--- config.mk ---
export PLATFORM = sky130hd
export DESIGN_NAME = alu_mc
export DESIGN_NICKNAME = d
export VERILOG_FILES = /design/src/rtl/alu_mc_pkg.sv /design/src/rtl/alu_mc_iter.sv /design/src/rtl/alu_mc.sv
export SDC_FILE = /design/constraint.sdc
export NUM_CORES = 1
export LEC_CHECK = 0
export ABC_AREA = 1
export CAP_MARGIN = 20
export CORE_UTILIZATION = 49
export DETAILED_ROUTE_END_ITERATION = 16
export GPL_TIMING_DRIVEN = 0
export MAX_ROUTING_LAYER = met4
export PLACE_DENSITY = 0.76
export SETUP_SLACK_MARGIN = 0.2
export SLEW_MARGIN = 20
export SYNTH_ARGS = -nofsm -noshare
export SYNTH_HDL_FRONTEND = slang
export SYNTH_SLANG_ARGS = --single-unit
--- constraint.sdc ---
create_clock -name CLK -period 7 [get_ports CLK]
set_input_delay 1.4 -clock CLK [delete_from_list [all_inputs] [get_ports CLK]]
set_output_delay 1.4 -clock CLK [all_outputs]
set_load 0.005 [all_outputs]
--- src/rtl/alu_mc_pkg.sv ---
// Shared opcodes, FSM state type and counter sizing for the multi-cycle ALU.
// The divider is built only when ALU_MC_DIV_EN is defined.
package alu_mc_pkg;

  localparam logic [3:0] ALU_AND  = 4'd0;
  localparam logic [3:0] ALU_OR   = 4'd1;
  localparam logic [3:0] ALU_ADD  = 4'd2;
  localparam logic [3:0] ALU_SUB  = 4'd3;
  localparam logic [3:0] ALU_SLT  = 4'd4;
  localparam logic [3:0] ALU_NOR  = 4'd5;
  localparam logic [3:0] ALU_XOR  = 4'd6;
  localparam logic [3:0] ALU_SLL  = 4'd7;
  localparam logic [3:0] ALU_SRL  = 4'd8;
  localparam logic [3:0] ALU_SRA  = 4'd9;
  localparam logic [3:0] ALU_MULU = 4'd10;
  localparam logic [3:0] ALU_DIVU = 4'd11;

  typedef enum logic {
    IDLE = 1'b0,
    RUN  = 1'b1
  } state_t;

  function automatic int iter_cnt_w(input int width);
    return $clog2(width) + 1;
  endfunction

endpackage

--- src/rtl/alu_mc_iter.sv ---
// Iterative datapath shared by shift-add multiply and restoring divide.
// The restoring-divide step exists only when ALU_MC_DIV_EN is defined.
module alu_mc_iter
  import alu_mc_pkg::*;
#(
  parameter int WIDTH = 32
) (
  input  logic             clk_i,
  input  logic             rst_i,
  input  logic             load_i,
  input  logic             step_i,
  input  logic             div_i,
  input  logic [WIDTH-1:0] a_i,
  input  logic [WIDTH-1:0] b_i,
  output logic [WIDTH-1:0] lo_next_o,
  output logic [WIDTH-1:0] hi_next_o,
  output logic             last_o
);

  localparam int CW = iter_cnt_w(WIDTH);

  logic [WIDTH-1:0] lo_q, hi_q, b_q;
  logic [CW-1:0]    cnt_q;
  logic [WIDTH:0]   sum;

  always_ff @(posedge clk_i or posedge rst_i) begin
    if (rst_i) begin
      lo_q  <= '0;
      hi_q  <= '0;
      b_q   <= '0;
      cnt_q <= '0;
    end else if (load_i) begin
      lo_q  <= a_i;
      hi_q  <= '0;
      b_q   <= b_i;
      cnt_q <= '0;
    end else if (step_i) begin
      lo_q  <= lo_next_o;
      hi_q  <= hi_next_o;
      cnt_q <= cnt_q + 1'b1;
    end
  end

`ifdef ALU_MC_DIV_EN
  logic           div_q;
  logic [WIDTH:0] tmp, diff;

  always_ff @(posedge clk_i or posedge rst_i) begin
    if (rst_i)       div_q <= 1'b0;
    else if (load_i) div_q <= div_i;
  end
`else
  logic unused_div;
  assign unused_div = div_i;
`endif

  always_comb begin
    // Multiply: {hi,lo} shifts right while the multiplier drains out of lo.
    sum = {1'b0, hi_q} + (lo_q[0] ? {1'b0, b_q} : '0);
    {hi_next_o, lo_next_o} = {sum, lo_q[WIDTH-1:1]};
`ifdef ALU_MC_DIV_EN
    tmp  = {hi_q, lo_q[WIDTH-1]};
    diff = tmp - {1'b0, b_q};
    if (div_q) begin
      // With b = 0 every trial succeeds: quotient all ones, remainder = dividend.
      if (tmp >= {1'b0, b_q}) begin
        hi_next_o = diff[WIDTH-1:0];
        lo_next_o = {lo_q[WIDTH-2:0], 1'b1};
      end else begin
        hi_next_o = tmp[WIDTH-1:0];
        lo_next_o = {lo_q[WIDTH-2:0], 1'b0};
      end
    end
`endif
  end

  assign last_o = step_i && (cnt_q == CW'(WIDTH - 1));

endmodule

--- src/rtl/alu_mc.sv ---
// Multi-cycle ALU: single-cycle logic/arith/shift ops, iterative MULU/DIVU.
// Define ALU_MC_DIV_EN to build DIVU; otherwise code 11 is reserved and DZ is 0.
module alu_mc
  import alu_mc_pkg::*;
#(
  parameter int WIDTH = 32
) (
  input  logic             CLK,
  input  logic             RST,
  input  logic             Start,
  input  logic [WIDTH-1:0] OP1,
  input  logic [WIDTH-1:0] OP2,
  input  logic [3:0]       ALUSel,
  output logic [WIDTH-1:0] Res,
  output logic [WIDTH-1:0] ResHi,
  output logic             Z,
  output logic             Busy,
  output logic             Done,
  output logic             Err,
  output logic             DZ,
  output state_t           dbg_state_o
);

  localparam int SW = $clog2(WIDTH);
`ifdef ALU_MC_DIV_EN
  localparam bit DIV_EN = 1'b1;
`else
  localparam bit DIV_EN = 1'b0;
`endif

  // Handshake: Start is sampled only while Busy=0; Done pulses for one cycle
  // when Res/ResHi/Z/Err/DZ change, and those outputs hold until the next Done.
  state_t           state_q, state_d;
  logic [WIDTH-1:0] res_q, res_d, reshi_q, reshi_d;
  logic             err_q, err_d, dz_q, dz_d, done_q, done_d, dzp_q, dzp_d;

  logic [WIDTH-1:0] sc_res, lo_next, hi_next;
  logic [SW-1:0]    shamt;
  logic             sc_err, is_mul, is_div, load, step, last;

  assign shamt  = OP2[SW-1:0];
  assign is_mul = (ALUSel == ALU_MULU);
  assign is_div = DIV_EN && (ALUSel == ALU_DIVU);

  always_comb begin
    sc_res = '0;
    sc_err = 1'b0;
    case (ALUSel)
      ALU_AND: sc_res = OP1 & OP2;
      ALU_OR:  sc_res = OP1 | OP2;
      ALU_ADD: sc_res = OP1 + OP2;
      ALU_SUB: sc_res = OP1 - OP2;
      ALU_SLT: sc_res = {{(WIDTH-1){1'b0}}, ($signed(OP1) < $signed(OP2))};
      ALU_NOR: sc_res = ~(OP1 | OP2);
      ALU_XOR: sc_res = OP1 ^ OP2;
      ALU_SLL: sc_res = OP1 << shamt;
      ALU_SRL: sc_res = OP1 >> shamt;
      ALU_SRA: sc_res = $unsigned($signed(OP1) >>> shamt);
      default: sc_err = !(is_mul || is_div);
    endcase
  end

  always_ff @(posedge CLK or posedge RST) begin
    if (RST) begin
      state_q <= IDLE;
      res_q   <= '0;
      reshi_q <= '0;
      err_q   <= 1'b0;
      dz_q    <= 1'b0;
      done_q  <= 1'b0;
      dzp_q   <= 1'b0;
    end else begin
      state_q <= state_d;
      res_q   <= res_d;
      reshi_q <= reshi_d;
      err_q   <= err_d;
      dz_q    <= dz_d;
      done_q  <= done_d;
      dzp_q   <= dzp_d;
    end
  end

  always_comb begin
    state_d = state_q;
    res_d   = res_q;
    reshi_d = reshi_q;
    err_d   = err_q;
    dz_d    = dz_q;
    dzp_d   = dzp_q;
    done_d  = 1'b0;
    load    = 1'b0;
    step    = 1'b0;
    case (state_q)
      IDLE: begin
        if (Start) begin
          if (is_mul || is_div) begin
            load    = 1'b1;
            state_d = RUN;
            dzp_d   = is_div && (OP2 == '0);
          end else begin
            res_d   = sc_res;
            reshi_d = '0;
            err_d   = sc_err;
            dz_d    = 1'b0;
            done_d  = 1'b1;
          end
        end
      end
      RUN: begin
        step = 1'b1;
        if (last) begin
          state_d = IDLE;
          res_d   = lo_next;
          reshi_d = hi_next;
          err_d   = 1'b0;
          dz_d    = dzp_q;
          done_d  = 1'b1;
        end
      end
      default: state_d = IDLE;
    endcase
  end

  alu_mc_iter #(.WIDTH(WIDTH)) u_iter (
    .clk_i     (CLK),
    .rst_i     (RST),
    .load_i    (load),
    .step_i    (step),
    .div_i     (is_div),
    .a_i       (OP1),
    .b_i       (OP2),
    .lo_next_o (lo_next),
    .hi_next_o (hi_next),
    .last_o    (last)
  );

  assign Res         = res_q;
  assign ResHi       = reshi_q;
  assign Z           = (res_q == '0);
  assign Busy        = (state_q == RUN);
  assign Done        = done_q;
  assign Err         = err_q;
  assign DZ          = dz_q;
  assign dbg_state_o = state_q;

endmodule
==> results.cfg <==
[outcome]
status = complete, no violations

[detailed_routing]
viasPerCell = 6.22
vias = 25000
drt_iter0_drc = 3900
wirelength_mm = 102
dr.pass1.iters = 8
drc = 0
wl_per_cell_um = 25.4
antenna_left = 0

[die]
die_h_um = 200
ios = 141
fp.dieW_um = 200
core_area_sq_mm = 0.0387
core.rowCount = 72
initial_utilization = 0.498
die_area_sq_mm = 0.0401

[timing]
fin_crit_ps = 5500
finalClockSkew_ps = 13.5
final-setup-viol-count = 0
final_hold_viol_count = 0
fin_crit_sh = 0.786
rsz0062_at_grt = no
fmax_mhz = 182
max_slew_margin = 0.341
drv_slew = 0
timing.hold.ws_ps = 484
worst_pin_slew_ps = 989
finalSetupTns_ps = 0

[clock_tree]
postCtsResizedCells = 0
cts.path.max_buffers = 2
root_buffer = clkbuf_16
numCtsBuffers = 17
cts_num_sinks = 169
h-tree-depth = 4
cts_hold_buf = 0
insertion_delay_ps = 450
path_clk_slew_ps = 70
cts_tree = built
post_cts_buffers = 0

[critical_path]
crit_slowest_cell = buf_1
cp_slowest_stage_delay_ps = 760
worstPathArrival_ps = 5820
path_common_cell = nand3_1
cp.required_ps = 7310
worst_setup_path_start_kind = primary input
criticalPathCategory = primary input to register
crit_chain = clkdlybuf4s50_1 -> inv_2 -> buf_2 -> buf_1 -> ha_1 -> nor2_1 -> nand3_1 -> nand3_1 -> nand2_1 -> nand3_1 -> nand2_1 -> nand3_1 -> nand4_1 -> nand2_1 -> a21oi_1
path_delay_family = buffers and inverters
critPathBufInv = 4
critPathMaxFanout = 11
cp-end-kind = register

[synthesis]
ys_ff_latch = 169
synth_commonest_cells = 1116 x nand2_1, 470 x nand3_1, 405 x inv_1
synth_edf_count = 0
synth_top_cell_area_share = 0.219
synth_ff_type = dfrtp_1
ys_seq_area_frac = 0.219
synth_cell_types = 45
yosysMostFrequentCell = nand2_1
netlist_top_cells_area = dfrtp_1 22%, nand2_1 22%, nand3_1 12%
async_reset_ff_frac = 1.00
syn_area_per_cell_sq_um = 5.79
synthesis.area_sq_mm = 0.0193
syn_inst = 3330
synthesis.nets = 3546
yosysTopAreaCell = dfrtp_1
ys_warn_count = 0

[layout]
area_delta_synth_final_pct = 14.0
stdcell_area_sq_mm = 0.0220
final_nets = 3704
fillCellCount = 3998
post-route-util = 0.567
drive_gt1_frac = 0.0337

[placed_design]
postPlaceCellArea_sq_mm = 0.0213
hpwl_mm = 82.5
io_buffers = 138
place.gp.congestion = 1.13

[pwr]
combPwrFrac = 0.444
clock_power_share = 0.228
p_leak_nw = 11.6
switching_share = 0.451
p_per_area_mw_per_mm2 = 205
p_int_mw = 2.48
switchingPower_mw = 2.03
pwr-share-seq = 0.329
ir_drop_v = 0.000175

[global_routing]
grt_usage = 0.514
grt_overflow = 0
grt_max_degree = 94
grt_pass1_wl_mm = 148
antenna_found_initial = 4
grt_pass1_vias = 22900

[flow_run]
drv_cap = 0

[hold_path]
hold_class = register to register
-- flip-flops by register name, summed over array words and instances (netlist names) --
name          cells
u_iter.hi_q      32
Res              32
u_iter.cnt_q      6
u_iter.b_q       32
Done              1
u_iter.lo_q      32
ResHi            32
Err               1
Busy              1
-- tightest hold or removal path: cells and delay by family (launching register included) --
kind             cells  cell delay (ps)
AND/OR/NAND/NOR      1               50
flip-flops           1              340
AO/OA/AOI/OAI        1               60
-- metal layers --
metal / vias up / track usage / part of all wire
met5: - / - / 0
met4: 0 / 0.341 / 0.084
met3: 444 / 0.148 / 0.14
met2: 1978 / 0.720 / 0.40
met1: 11400 / 0.640 / 0.38
li1: 11200 / - / -
-- power by group through the flow --
stage | logic (mW) | clock network [mW] | registers [mW]
final | 2.00 | 1.03 | 1.48
after CTS | 1.91 | 1.02 | 1.46
after global routing | 2.14 | 1.06 | 1.49
after global placement | 1.86 | 0 | 1.46
after detailed placement | 1.89 | 0 | 1.47
after floorplan | 1.12 | 0 | 1.40
-- cell families after synthesis --
family                     count (synthesis)  synth area share
AOI/OAI and AO/OA                        473             0.139
adders and majority gates                145            0.0953
buffers and inverters                    556             0.114
DFF                                      169             0.219
other                                      1          0.000194
and+or+nand+nor                         1986             0.433
-- final timing paths --
path / start / end / slack, ps / cells past startpoint
max: OP2[3] / Res[13]$_DFFE_PP0P_ / 1500 / 15
min reg2reg: ResHi[23]$_DFFE_PP0P_ / ResHi[23]$_DFFE_PP0P_ / 480 / 2
max reg2reg: u_iter.lo_q[0]$_DFFE_PP0P_ / ResHi[16]$_DFFE_PP0P_ / 3420 / 15
min: ResHi[23]$_DFFE_PP0P_ / ResHi[23]$_DFFE_PP0P_ / 480 / 2
max in group asynchronous: RST / u_iter.hi_q[29]$_DFFE_PP0P_ / 4690 / 3
min in group asynchronous: RST / Res[18]$_DFFE_PP0P_ / 1440 / 2
-- placed cells by master (no fill, tap or decap), types with 34 or more instances in the layout --
| cell type | instances |
|---|---|
| ha_1 | 142 |
| clkbuf_1 | 66 |
| nand4_1 | 49 |
| nand3_1 | 470 |
| clkdlybuf4s50_1 | 138 |
| dfrtp_1 | 169 |
| nor3_1 | 34 |
| inv_1 | 404 |
| nand2_1 | 1116 |
| buf_2 | 51 |
| a21oi_1 | 181 |
| o211ai_1 | 51 |
| nor2_1 | 270 |
| o21ai_0 | 173 |
-- metrics by stage --
stage | instances | total power, mW | setup slack [ps]
4_1_cts | 4019 | 4.39 | 1720
6_report | 4021 | 4.51 | 1500
3_5_place_dp | 3987 | 3.36 | 1340
2_1_floorplan | 3330 | 2.51 | 1020
5_1_grt | 4020 | 4.68 | 1470
3_3_place_gp | 3986 | 3.32 | -973
-- area by class of cell --
cell class              instances  area [sq um]  area share
repair buffers                139          1410      0.0641
clock buffers                  19           443      0.0202
plain buffers                 144           643      0.0293
diodes                          2          5.00    0.000228
well taps                     518           648      0.0295
flip-flops and latches        169          4230       0.192
clock inverters                13           180     0.00820
multi-input cells            2605         12900       0.585
inverters                     412          1550      0.0707
(Power assumes the default switching activity.)
